## src/rtl/spi_slave_shift_engine.sv

```systemverilog
// spi_slave_shift_engine: SPI slave data path (synchronisers, CPOL/CPHA strobes, rx/tx shift, one-entry tx holding buffer)
module spi_slave_shift_engine #(
  parameter int DATA_WIDTH = 8,
  parameter int SYNC_STAGES = 2,
  parameter int LSB_FIRST = 0
) (
  input  logic                  clk,
  input  logic                  rst,
  input  logic                  SCK_in,
  input  logic                  SS_n,
  input  logic                  MOSI,
  input  logic                  CPOL,
  input  logic                  CPHA,
  input  logic [DATA_WIDTH-1:0] tx_data,
  input  logic                  tx_valid,
  output logic                  tx_ready,
  output logic [DATA_WIDTH-1:0] rx_data,
  output logic                  rx_valid,
  output logic                  MISO,
  output logic                  MISO_oe,
  output logic                  busy,
  output logic                  underrun
);
  localparam int CW = $clog2(DATA_WIDTH);
  localparam logic [CW-1:0] LAST = CW'(DATA_WIDTH - 1);
  typedef enum logic {IDLE, ACTIVE} state_t;
  state_t state, state_nxt;
  logic [SYNC_STAGES-1:0] sck_sy, ss_sy, mosi_sy;
  logic sck_s, ss_s, mosi_s, sck_d, ss_d;
  logic sck_rise, sck_fall, ss_fall, ss_rise, lead, trail;
  logic start, stop, sample_stb, shift_stb, load, accept;
  logic cpol_q, cpha_q, hold_full, load_due;
  logic [DATA_WIDTH-1:0] hold_data, tx_shift, rx_shift, rx_nxt;
  logic [CW-1:0] bit_cnt;
  always_ff @(posedge clk or posedge rst)
    if (rst) begin
      sck_sy <= '0;
      ss_sy <= '1;
      mosi_sy <= '0;
      sck_d <= 1'b0;
      ss_d <= 1'b1;
    end else begin
      sck_sy <= {sck_sy[SYNC_STAGES-2:0], SCK_in};
      ss_sy <= {ss_sy[SYNC_STAGES-2:0], SS_n};
      mosi_sy <= {mosi_sy[SYNC_STAGES-2:0], MOSI};
      sck_d <= sck_s;
      ss_d <= ss_s;
    end
  assign sck_s = sck_sy[SYNC_STAGES-1];
  assign ss_s = ss_sy[SYNC_STAGES-1];
  assign mosi_s = mosi_sy[SYNC_STAGES-1];
  assign sck_rise = sck_s && !sck_d;
  assign sck_fall = !sck_s && sck_d;
  assign ss_fall = !ss_s && ss_d;
  assign ss_rise = ss_s && !ss_d;
  assign lead = cpol_q ? sck_fall : sck_rise;
  assign trail = cpol_q ? sck_rise : sck_fall;
  assign start = state == IDLE && ss_fall;
  assign stop = state == ACTIVE && ss_rise;
  assign sample_stb = state == ACTIVE && !ss_rise && (cpha_q ? trail : lead);
  assign shift_stb = state == ACTIVE && !ss_rise && (cpha_q ? lead : trail);
  // CPHA=0 must present the first bit before any SCK edge, so it loads on select itself
  assign load = (start && !CPHA) || (shift_stb && bit_cnt == '0 && load_due);
  assign accept = tx_valid && !hold_full;
  assign tx_ready = !hold_full;
  assign rx_nxt = LSB_FIRST != 0 ? {mosi_s, rx_shift[DATA_WIDTH-1:1]} : {rx_shift[DATA_WIDTH-2:0], mosi_s};
  always_ff @(posedge clk or posedge rst)
    if (rst) state <= IDLE;
    else state <= state_nxt;
  always_comb state_nxt = start ? ACTIVE : stop ? IDLE : state;
  always_comb begin
    busy = state == ACTIVE;
    MISO_oe = busy;
    MISO = busy && (LSB_FIRST != 0 ? tx_shift[0] : tx_shift[DATA_WIDTH-1]);
  end
  always_ff @(posedge clk or posedge rst)
    if (rst) begin
      cpol_q <= 1'b0;
      cpha_q <= 1'b0;
      bit_cnt <= '0;
      load_due <= 1'b0;
      rx_shift <= '0;
      rx_data <= '0;
      rx_valid <= 1'b0;
      tx_shift <= '0;
      hold_data <= '0;
      hold_full <= 1'b0;
      underrun <= 1'b0;
    end else begin
      rx_valid <= 1'b0;
      underrun <= load && !hold_full;
      hold_full <= accept || (hold_full && !load);
      if (accept) hold_data <= tx_data;
      if (start) begin
        cpol_q <= CPOL;
        cpha_q <= CPHA;
        bit_cnt <= '0;
        load_due <= CPHA;
        rx_shift <= '0;
      end else if (stop) begin
        bit_cnt <= '0;
        load_due <= 1'b0;
        rx_shift <= '0;
      end else if (sample_stb) begin
        rx_shift <= rx_nxt;
        bit_cnt <= bit_cnt == LAST ? '0 : bit_cnt + 1'b1;
        if (bit_cnt == LAST) begin
          rx_data <= rx_nxt;
          rx_valid <= 1'b1;
          load_due <= 1'b1;
        end
      end else if (load) load_due <= 1'b0;
      if (load) tx_shift <= hold_full ? hold_data : '1;
      else if (shift_stb) tx_shift <= LSB_FIRST != 0 ? {1'b0, tx_shift[DATA_WIDTH-1:1]} : {tx_shift[DATA_WIDTH-2:0], 1'b0};
    end
endmodule

```

## config.mk

```make
export PLATFORM = sky130hd
export DESIGN_NAME = spi_slave_shift_engine
export DESIGN_NICKNAME = d
export VERILOG_FILES = /design/src/rtl/spi_slave_shift_engine.sv
export SDC_FILE = /design/constraint.sdc
export NUM_CORES = 1
export LEC_CHECK = 0
export ABC_AREA = 1
export BUFFER_PORTS_ARGS = -buffer_cell sky130_fd_sc_hd__buf_4
export CELL_PAD_IN_SITES_DETAIL_PLACEMENT = 0
export CELL_PAD_IN_SITES_GLOBAL_PLACEMENT = 1
export CORE_MARGIN = 8
export CORE_UTILIZATION = 34
export CTS_BUF_LIST = sky130_fd_sc_hd__clkbuf_2 sky130_fd_sc_hd__clkbuf_4 sky130_fd_sc_hd__clkbuf_8
export CTS_CLUSTER_SIZE = 30
export DETAILED_ROUTE_END_ITERATION = 8
export GPL_TIMING_DRIVEN = 1
export HOLD_SLACK_MARGIN = 0.03
export PLACE_DENSITY = 0.67
export SYNTH_ARGS = -nofsm -noshare
export SYNTH_HDL_FRONTEND = slang
export SYNTH_SLANG_ARGS = --single-unit
```

## constraint.sdc

```tcl
create_clock -name clk -period 2 [get_ports clk]
set_input_delay 0.1 -clock clk [delete_from_list [all_inputs] [get_ports clk]]
set_output_delay 0.1 -clock clk [all_outputs]
set_load 0.005 [all_outputs]
```

# After elaboration in Yosys (flattened, before gate mapping)
# Cells that the tools add are included.
[word_totals]
regBits = 49
inputBits = 16
out_inout_bits = 14
wordCells = 81
[op_classes]
add_sub_neg = 1
n_eq_ne = 2
n_mux = 25
bitwise = 3
n_reduce_logical = 33
[op_table]
columns = ["op", "n"]
rows = [
  ["two-way mux 8 bit", 3],
  ["two-way mux 7 bit", 3],
  ["logical AND 1 bit", 16],
  ["two-way mux 1 bit", 15],
  ["two-way mux 3 bit", 4],
  ["logical NOT 1 bit", 8],
  ["!= test 4 x 3 -> 1 bit, second input constant", 1],
  ["AND reduction 4 bit", 1],
  ["nonzero test 2 bit", 2],
  ["nonzero test 4 bit", 1],
  ["adder 3 x 1 -> 3 bit, second input constant", 1],
  ["== test 3 bit, second input constant", 1],
  ["logical NOT 3 bit", 1],
  ["NOT 1 bit", 3],
  ["nonzero test 3 bit", 1],
  ["logical OR 1 bit", 2],
  ["AND reduction 2 bit", 1],
]

# Logic depth before layout (Yosys ltp)
# Gate-level depths: netlist of the first run.
[logic_depth]
ltp_word = 12
mapped_depth = 10
depth_no_buf = 10

# Worst setup path after synthesis of the first run
# No wires, ideal clock.
[synth_timing]
path_type = "reg2reg"
from = "register ss_d"
to = "register load_due"
setup_ns = 0.116
arrival_time_ns = 1.317
required_ns = 1.884
slack_ns = 0.567
path_stages_with_launch = 10
path_cell_list = "dfstp_2 inv_1 o21ai_0 nand2_4 nand2_4 inv_2 nand3_1 nand2_1 nand2_1 nand2_1"
[synth_via]
elab_chain_len = 10
[synth_lines]
columns = ["element", "line_no", "rtl"]
rows = [
  ["from (decl)", "29", "logic sck_s, ss_s, mosi_s, sck_d, ss_d;"],
  ["from (signal assigned)", "47", "ss_d <= ss_s;"],
  ["logical NOT 1 bit", "55", "assign ss_rise = ss_s && !ss_d;"],
  ["logical AND 1 bit", "55", ""],
  ["logical NOT 1 bit", "60, 61", ""],
  ["logical AND 1 bit", "60, 61", ""],
  ["logical AND 1 bit", "61", "assign shift_stb = state == ACTIVE && !ss_rise && (cpha_q ? lead : trail);"],
  ["logical AND 1 bit (2 in a row)", "63", "assign load = (start && !CPHA) || (shift_stb && bit_cnt == '0 && load_due);"],
  ["logical OR 1 bit", "63", ""],
  ["nonzero test 4 bit (no source line)", "n/a", ""],
  ["AND reduction 2 bit (no source line)", "n/a", ""],
  ["to (signal assigned)", "81", "load_due <= 1'b0;"],
  ["to (signal assigned)", "98", "load_due <= CPHA;"],
  ["to (signal assigned)", "102", "load_due <= 1'b0;"],
  ["to (decl)", "32", "logic cpol_q, cpha_q, hold_full, load_due;"],
]
# Parallel ways exist; a longest one is shown, timed or not.
# A chain may end at the register's enable or synchronous reset.

# Worst setup path in the final report of the first run
[layout_timing]
from = "register ss_d"
to = "register tx_shift[4]"
[layout_via]
elab_chain_len = 9
[layout_lines]
columns = ["element", "line_no", "rtl"]
rows = [
  ["logical NOT 1 bit", "55", ""],
  ["logical AND 1 bit", "55", ""],
  ["logical NOT 1 bit", "61", ""],
  ["logical AND 1 bit (2 in a row)", "61", ""],
  ["logical AND 1 bit (2 in a row)", "63", ""],
  ["logical OR 1 bit", "63", ""],
  ["two-way mux 8 bit or nonzero test 2 bit (tied branches)", "n/a", ""],
  ["to (signal assigned)", "113", "if (load) tx_shift <= hold_full ? hold_data : '1;"],
  ["to (signal assigned)", "114", "else if (shift_stb) tx_shift <= LSB_FIRST != 0 ? {1'b0, tx_shift[DATA_WIDTH-1:1]} : {tx_shift[DATA_WIDTH-2:0], ..."],
  ["to (decl)", "33", "logic [DATA_WIDTH-1:0] hold_data, tx_shift, rx_shift, rx_nxt;"],
]
# Parallel ways exist; a longest one is shown, timed or not.

==> run metrics, run 1 <==
status=finished clean; cts bufs inserted=5; clk slew on worst S/H paths=~0.090 ns; Fin Setup TNS=0 ns; Power Total=0.002594 W; total iterations of the first detailed-routing run=4; Max-Cap Viols=0; First DRT Iteration DRCs=75; Die X=94.79 microns; CTS Buffer Depth=2; Pins Over Slew Limit=0; Die H=94.79 microns; Hold Path Class=primary input to register; Yosys cell types=27; final hold viol count=0; dpl ws=0.3289 ns; GRT overflow=0; DR vias=~1400; CP peak stage delay=0.52 ns; # IOs=30; largest net degree at the start of global routing=50; Cell Area, Synth=between 0.002 and 0.0025 sq mm; initial core utilization=35.44%; worst-path fanout max=13; clock tree from TritonCTS=done; Crit Path Category=register to register; Slew @ Worst Pin=0.3658 ns; Post-Syn Instances=198; commonest non-fill, non-tap cell in the layout=dfrtp_1; full die area=approximately 0.009 sq mm; FP Rows=28; clk_skew=around 0.0070 ns; post_cts resized=0; ANT nets after route=0; FF+latch count, synth=between 40 and 50; vias in the first global route=between 1500 and 2000; post-layout minimum cycle time=1.682 ns; power per cell area=990.9 mW/mm^2; RSZ-0062 raised after global routing=no; share of layout cells above drive strength 1=between 20% and 30%; DR vias/cell=approximately 4.5; Arr. time, crit path=1.92 ns; sequential share of the synthesized area=between 50% and 60%; Area Overhead vs Synth=24.01%; synthesis warning total=0; PnR worst setup slack=0.3180 ns; H-tree Lvls=2; Synth Area per Inst=around 11 sq um; Worst path slowest cell=dfstp_2; Worst-Skew Late Latency=0.30 ns; first-pass GRT wire length=7017 microns; Antenna Cells=0; fill cell count=584; synthesized net count=around 220; Critical Path Sink Type=register; final setup fails=0; I/O Buffers=29; worst rel slew slack=75.55%; Fmax achieved=approximately 600 MHz; DR DRC count=0; r2r setup slk=approximately 0.32 ns; crit-path cells=inv_1 > nor3_4 > nand2_4 > nand2_2 > o21ai_0 > o211ai_1 > o21ai_0 > inv_1; CP startpoint kind=register; Tcrit/Tclk final=84.10%; wire length per cell=12.14 microns; sequential cell area=approximately 0.0012 sq mm; routability cong.=0.7486; gr usage total=9.737%; core area=0.005956 sq mm; Final nets=262; most frequent cells in the layout=dfrtp_1, inv_1, buf_4, nand2_1; multi-input logic area=709.4 sq um; Worst VDD drop=0.4660 mV; leakage=between 1 and 1.5 nW; drt total wl=roughly 3900 microns; Crit path required time=2.24 ns; initial antenna violation count=0; HPWL after DPL=2649 microns; CTS sink count=49; clk root buf=clkbuf_8
==> through the flow <==
step,cells,util (%),hold WS [ns],area [sq um]
2_1_floorplan,198,-,0.1045,2111
3_3_place_gp,298,40.32,0.1731,2401
3_5_place_dp,298,40.32,0.1721,2401
4_1_cts,319,43.95,0.2039,2618
5_1_grt,319,43.95,0.2192,2618
6_report,319,43.95,0.2071,2618
==> worst max-delay path: cells and delay by family, from the launching register on <==
family | cells | cell delay, ns
compound gates | 3 | 0.34
simple gates | 3 | 0.62
flops | 1 | 0.52
buf+inv | 2 | 0.15
==> final timing paths <==
path,endpoint,cells past startpoint,from
setup / recovery,tx_shift[4],8,ss_d
hold / removal,underrun,4,CPHA
setup reg to reg,tx_shift[4],8,ss_d
hold reg to reg,mosi_sy[1],0,mosi_sy[0]
max in group asynchronous,ss_sy[1],4,rst
min in group asynchronous,hold_data[1],4,rst
==> cell type report <==
| class | count | area share [%] |
|---|---|---|
| tap | 75 | 3.585 |
| clock buffer | 6 | 2.916 |
| inverter | 34 | 4.971 |
| timing repair buffer | 43 | 14.05 |
| sequential | 49 | 46.99 |
| multi-input combinational | 110 | 27.10 |
| clock inverter | 2 | 0.3824 |
==> sequential cells by signal, indices dropped and copies added (netlist names) <==
signal / flops
sck_d: 1
tx_shift: 8
ss_d: 1
cpha_q: 1
underrun: 1
ss_sy: 2
cpol_q: 1
load_due: 1
rx_data: 8
rx_shift: 7
hold_full: 1
hold_data: 8
sck_sy: 2
mosi_sy: 2
bit_cnt: 3
MISO_oe: 1
rx_valid: 1
==> power breakdown <==
part	leakage, nW	internal (W)	total [W]	switching, W
clock	0.0484	0.000257	0.000576	0.000319
combinational	0.609	0.000303	0.000689	0.000386
sequential	0.615	0.00122	0.00133	0.000114
==> timing repair <==
item,in CTS,in global routing
setup buffers,0,0
hold endpoints to repair,58,0
hold buffers,13,0
==> routing by layer <==
layer	up-vias	part of all wire (%)	global-route usage [%]
met5	-	0	0
met1	675	50	12.29
li1	740	-	-
met4	0	1.9	5.072
met2	24	42	14.83
met3	6	5.2	2.778
==> cells in the mapped netlist (all sizes together) <==
library cell	number	area, sq um
nand3	21	117.6
dfstp	3	78.83
clkbuf	1	3.750
buf	4	37.53
nor3	1	16.27
o21a	1	7.510
o21ai	32	190.2
dfrtp	46	1151
inv	34	130.1
ha	3	37.54
or2	1	6.260
o211ai	6	45.04
nand2	28	142.6
mux2	8	90.09
nand4	1	6.260
o22ai	2	12.51
nor2	3	11.26
a21oi	3	26.28
==> cells by family after synthesis <==
| family | Yosys count | share of synthesized area [%] |
|---|---|---|
| fa+ha+maj | 3 | 1.778 |
| simple gates | 55 | 14.23 |
| mux | 8 | 4.268 |
| flops | 49 | 58.27 |
| compound gates | 44 | 13.34 |
| buf+inv | 39 | 8.121 |
Note: power is estimated with default switching activity, not from simulation.
==> run 2: changes to the inputs <==
Settings changed: PLACE_DENSITY 0.67 to 0.69.
Clock period 2 ns to 1.5 ns, I/O delays scaled along.
==> run 2 against run 1 <==
Compared with the run above: cell count grew 4.7%; utilization grew 4.2 points; hold slack gained 0.073 ns; fmax grew 14%; routed wire length grew 13%; clock-buffer cell count grew 1; clock skew shrank 0.0014 ns; via count grew 5.5%; largest cell class unchanged.
==> run metrics, run 2 (same netlist as run 1, synthesis figures left out) <==
status=finished clean; CTS Buffer Depth=2; Final nets=around 280; Crit path required time=about 1.7 ns; core area=roughly 0.0060 sq mm; final hold viol count=0; Critical Path Sink Type=register; Worst-Skew Late Latency=~0.3 ns; Fmax achieved=677.2 MHz; total iterations of the first detailed-routing run=4; Tcrit/Tclk final=98.45%; RSZ-0062 raised after global routing=yes; CTS sink count=49; vias in the first global route=1536; Antenna Cells=0; Top Registers=hold_data (8), rx_data (8), tx_shift (8); # IOs=30; gr usage total=9.953%; most frequent cells in the layout=dfrtp_1, buf_4, inv_1, nand2_1, nand3_1; CP startpoint kind=register; GRT overflow=0; crit-path cells=inv_4 > nor3_4 > nand2_4 > buf_6 > nand3_2 > nand3_2 > o21ai_2 > inv_1; Slew @ Worst Pin=0.4276 ns; initial core utilization=35.44%; DR vias/cell=4.563; Arr. time, crit path=1.67 ns; r2r setup slk=0.02 ns; final setup fails=0; worst rel slew slack=71.45%; Power Total=about 0.0040 W; Max-Cap Viols=0; I/O Buffers=29; Die X=94.79 microns; ANT nets after route=0; Area Overhead vs Synth=35.92%; drt total wl=around 4400 microns; Die H=~95 microns; HPWL after DPL=2971 microns; leakage=1.368 nW; DR vias=1524; Worst path slowest cell=dfstp_2; initial antenna violation count=0; clk slew on worst S/H paths=0.09 ns; first-pass GRT wire length=7155 microns; post-layout minimum cycle time=~1.5 ns; WP buf/inv=3; Fin Setup TNS=0 ns; FP Rows=28; full die area=0.008985 sq mm; Pins Over Slew Limit=0; DR DRC count=0; commonest non-fill, non-tap cell in the layout=dfrtp_1; clock tree from TritonCTS=done; worst-path fanout max=6; most used cell, CP=nand3_2; clk_skew=0.005577 ns; Hold Path Class=primary input to register; power per cell area=roughly 1400 mW/mm^2; H-tree Lvls=2; cell family contributing the most delay on the critical path=flip-flops; Worst VDD drop=0.8268 mV; largest net degree at the start of global routing=32; wire length per cell=13.09 microns; share of layout cells above drive strength 1=39.00%; cts bufs inserted=5; clk root buf=clkbuf_8; Crit Path Category=register to register; CP peak stage delay=0.55 ns; First DRT Iteration DRCs=67; routability cong.=between 0.7 and 0.8
[run 2: area by class of cell]
type | instances | area (sq um)
flip-flops and latches | 49 | 1231
multi-input cells | 111 | 814.5
fillers | 570 | 3087
clock buffers | 7 | 90.09
clock inverters | 1 | 30.03
inverters | 34 | 132.6
well taps | 75 | 93.84
repair buffers | 57 | 476.7
[run 2: timing repair]
item / in CTS / in global routing
gates cloned: 0 / 1
pin swaps: 0 / 8
hold buffers: 13 / 0
endpoints found under the hold margin: 30 / 0
gates resized for setup: 3 / 28
buffers inserted: 2 / 4
setup endpoints to repair: 12 / 24
[run 2: path summary, 6_finish.rpt]
kind | cells after the start | from | to
max | 8 | ss_d | tx_shift[5]
min | 5 | CPHA | load_due
max reg2reg | 8 | ss_d | tx_shift[5]
min reg2reg | 0 | mosi_sy[0] | mosi_sy[1]
max in group asynchronous | 4 | rst | ss_d
min in group asynchronous | 3 | rst | mosi_sy[0]
[run 2: worst min-delay path, cell delays in order]
cell and delay, ns:
buf_4 0.11, inv_1 0.11, o21ai_0 0.13, nand3_1 0.09, nand2_1 0.05
[run 2: stage by stage]
stage / worst slack, ns / hold slack [ns] / instances / instance area (sq um) / util [%]
6_report: 0.02323 / 0.2806 / 334 / 2869 / 48.17
5_1_grt: -0.08349 / 0.2926 / 334 / 2869 / 48.17
4_1_cts: -0.01333 / 0.2020 / 329 / 2736 / 45.95
3_5_place_dp: -0.04797 / 0.1122 / 306 / 2461 / 41.32
3_3_place_gp: -0.01443 / 0.1100 / 306 / 2461 / 41.32
2_1_floorplan: 0.06679 / 0.07948 / 198 / 2111 / -
[run 2: metal layers]
metal	share of wire, %	track usage, %
met5	0	0
met4	1.4	4.681
met3	4.2	2.698
met2	47	15.47
met1	48	12.58
[run 2: power by group]
| part | leakage, nW | switching [W] | internal [W] |
|---|---|---|---|
| Clock | 0.0619 | 0.000422 | 0.000562 |
| Sequential | 0.614 | 0.000191 | 0.00162 |
| Combinational | 0.692 | 0.000657 | 0.000572 |
| Total | 1.37 | 0.00127 | 0.00276 |
==> run 3: changes to the inputs <==
Settings changed: ABC_AREA 1 to 0, PLACE_DENSITY 0.69 to 0.68, SLEW_MARGIN set to 10.
==> run 3 against run 2 <==
Compared with the run above: the run now ends with negative setup slack left; largest power group unchanged; die area fell by 1.8%; utilization up 2.1 points; non-clock buffer count rose by 11.
==> run metrics, run 3 <==
Yosys cell types=30; crit-path cells=or3b_4 > buf_6 > o22ai_4 > buf_12 > nor2_1 > a21oi_1; synthesized net count=about 190; Crit Path Category=register to register; Synth Area per Inst=12.01 sq um; wire length per cell=12.92 microns; post-synth top area share=a little under three fifths; Worst path slowest cell=dfstp_2; Max-Cap Viols=0; Final nets=260; H-tree Lvls=2; FF+latch count, synth=49; First DRT Iteration DRCs=32; worst-path fanout max=15; ANT nets after route=0; post-layout minimum cycle time=around 1.7 ns; Area Overhead vs Synth=43.37%; clk slew on worst S/H paths=0.09 ns; Antenna Cells=0; ranking of synthesized cells by area=dfrtp_1, mux2_2, mux2i_1; sequential share of the synthesized area=59.54%; Worst-Skew Late Latency=0.30 ns; clock tree from TritonCTS=done; worst rel slew slack=between 70 and 80%; Tcrit/Tclk final=111.9%; DR DRC count=0; CTS Buffer Depth=2; Util after Layout=50.32%; failing checks=negative setup slack; Slew @ Worst Pin=0.4406 ns; drt total wl=around 4100 microns; DR vias=1478; r2r setup slk=-0.18 ns; share of layout cells above drive strength 1=43.80%; Critical Path Sink Type=register; full die area=0.008826 sq mm; Crit path required time=1.73 ns; cell taking the most area after synthesis=dfrtp_1; core area=0.005886 sq mm; Worst VDD drop=0.7507 mV; Arr. time, crit path=1.91 ns; initial antenna violation count=0; # IOs=30; GRT overflow=0; final hold viol count=0; I/O Buffers=29; power per cell area=between 1000 and 1500 mW/mm^2; Fmax achieved=595.6 MHz; Primary FF master, synth=dfrtp_1; synthesis warning total=0; CP peak stage delay=between 0.5 and 0.6 ns; status=finished, violations left; Pins Over Slew Limit=0; sequential cell area=0.001230 sq mm; RSZ-0062 raised after global routing=yes; cts bufs inserted=5; gr usage total=9.988%; PnR worst setup slack=-0.1790 ns; HPWL after DPL=2859 microns; multi-input logic area=885.9 sq um; Power Total=0.004157 W; leakage=around 1.4 nW; Hold Path Class=primary input to register; number of synthesized flops with an enable pin=0; top post-synthesis cells by count=dfrtp_1, nor2_1, mux2_2; asr flop ratio synth=100.0%; Post-Syn Instances=172; clk_skew=approximately 0.0084 ns; total iterations of the first detailed-routing run=4; most frequent cells in the layout=buf_4, dfrtp_1, nor2_1, dlygate4sd3_1, nand2_1; first-pass GRT wire length=7003 microns; count leader, synth=dfrtp_1; fill cell count=523; CTS sink count=49; Die H=roughly 94 microns; commonest non-fill, non-tap cell in the layout=buf_4; largest net degree at the start of global routing=50; final setup fails=25; FP Rows=28; Fin Setup TNS=-2.696 ns; clk root buf=clkbuf_8; Top Registers=hold_data (8), rx_data (8), tx_shift (8); routability cong.=0.7115; Die X=93.95 microns; vias in the first global route=1514; DR vias/cell=around 4.7; Cell Area, Synth=0.002066 sq mm; initial core utilization=35.10%; CP startpoint kind=register
## run 3: cell count changes after synthesis, sizes merged, moves of 8 or more
cell   before  now
nand2      28   14
mux2        8   16
nand3      21    1
nor2        3   18
o21ai      32   13
inv        34    7
mux2i       0    8
## run 3: final timing paths
path | endpoint | from | cells past startpoint
max reg2reg | tx_shift[5] | ss_d | 6
min reg2reg | mosi_sy[1] | mosi_sy[0] | 0
max | tx_shift[5] | ss_d | 6
min in group asynchronous | mosi_sy[0] | rst | 4
max in group asynchronous | ss_sy[1] | rst | 4
min | cpha_q | CPHA | 3
## run 3: cells by family (layout without fill, tap and decap cells)
group | after synthesis | count (layout) | synth area share (%)
compound gates | 28 | 29 | 8.481
simple gates | 53 | 53 | 13.51
xor+xnor | 1 | 1 | 0.4241
mux | 24 | 24 | 12.60
buf+inv | 14 | 83 | 3.635
flops | 49 | 49 | 59.54
fa+ha+maj | 3 | 3 | 1.817
## run 3: area by class of cell
type	count	share of cell area (%)
clock buffers	5	2.324
clock inverters	3	2.324
inverters	7	0.8872
multi-input cells	110	29.91
flip-flops and latches	49	41.53
well taps	75	3.169
repair buffers	68	19.86
## run 3: through the flow
stage                     worst slack, ns  cell area [sq um]  cells  hold WS [ns]
after floorplan                   -0.1653               2108    172       0.07948
after global placement            -0.1707               2561    292        0.1474
after detailed placement          -0.2367               2561    292        0.1464
after CTS                         -0.1916               2888    316       0.05477
after global routing              -0.2693               2962    317       0.06991
final                             -0.1790               2962    317       0.07065
## run 3: where the power goes
group,internal [W],switching [W]
Clock,0.000671,0.000453
Sequential,0.00161,0.000168
Combinational,0.000694,0.000561
## run 3: per-layer routing
layer	vias up	routed length, microns	GRT usage (%)
met3	6	199	3.118
met2	29	1970	16.22
met1	717	1859	12.01
met5	-	0	0
li1	726	-	-
met4	0	66	3.963
## run 3: timing repair
item / CTS / global route
setup endpoints to repair: 27 / 29
setup buffers: 2 / 1
hold buffers: 13 / 0
hold endpoints to repair: 58 / 0
resized for setup: 9 / 19
pin swaps: 2 / 4
cloned: 1 / 0
## run 3: worst max-delay path: cells and delay by family (launching register included)
family	cells	cell delay (ns)
AO/OA/AOI/OAI	2	0.28
buffers and inverters	2	0.30
flip-flops	1	0.54
AND/OR/NAND/NOR	2	0.48
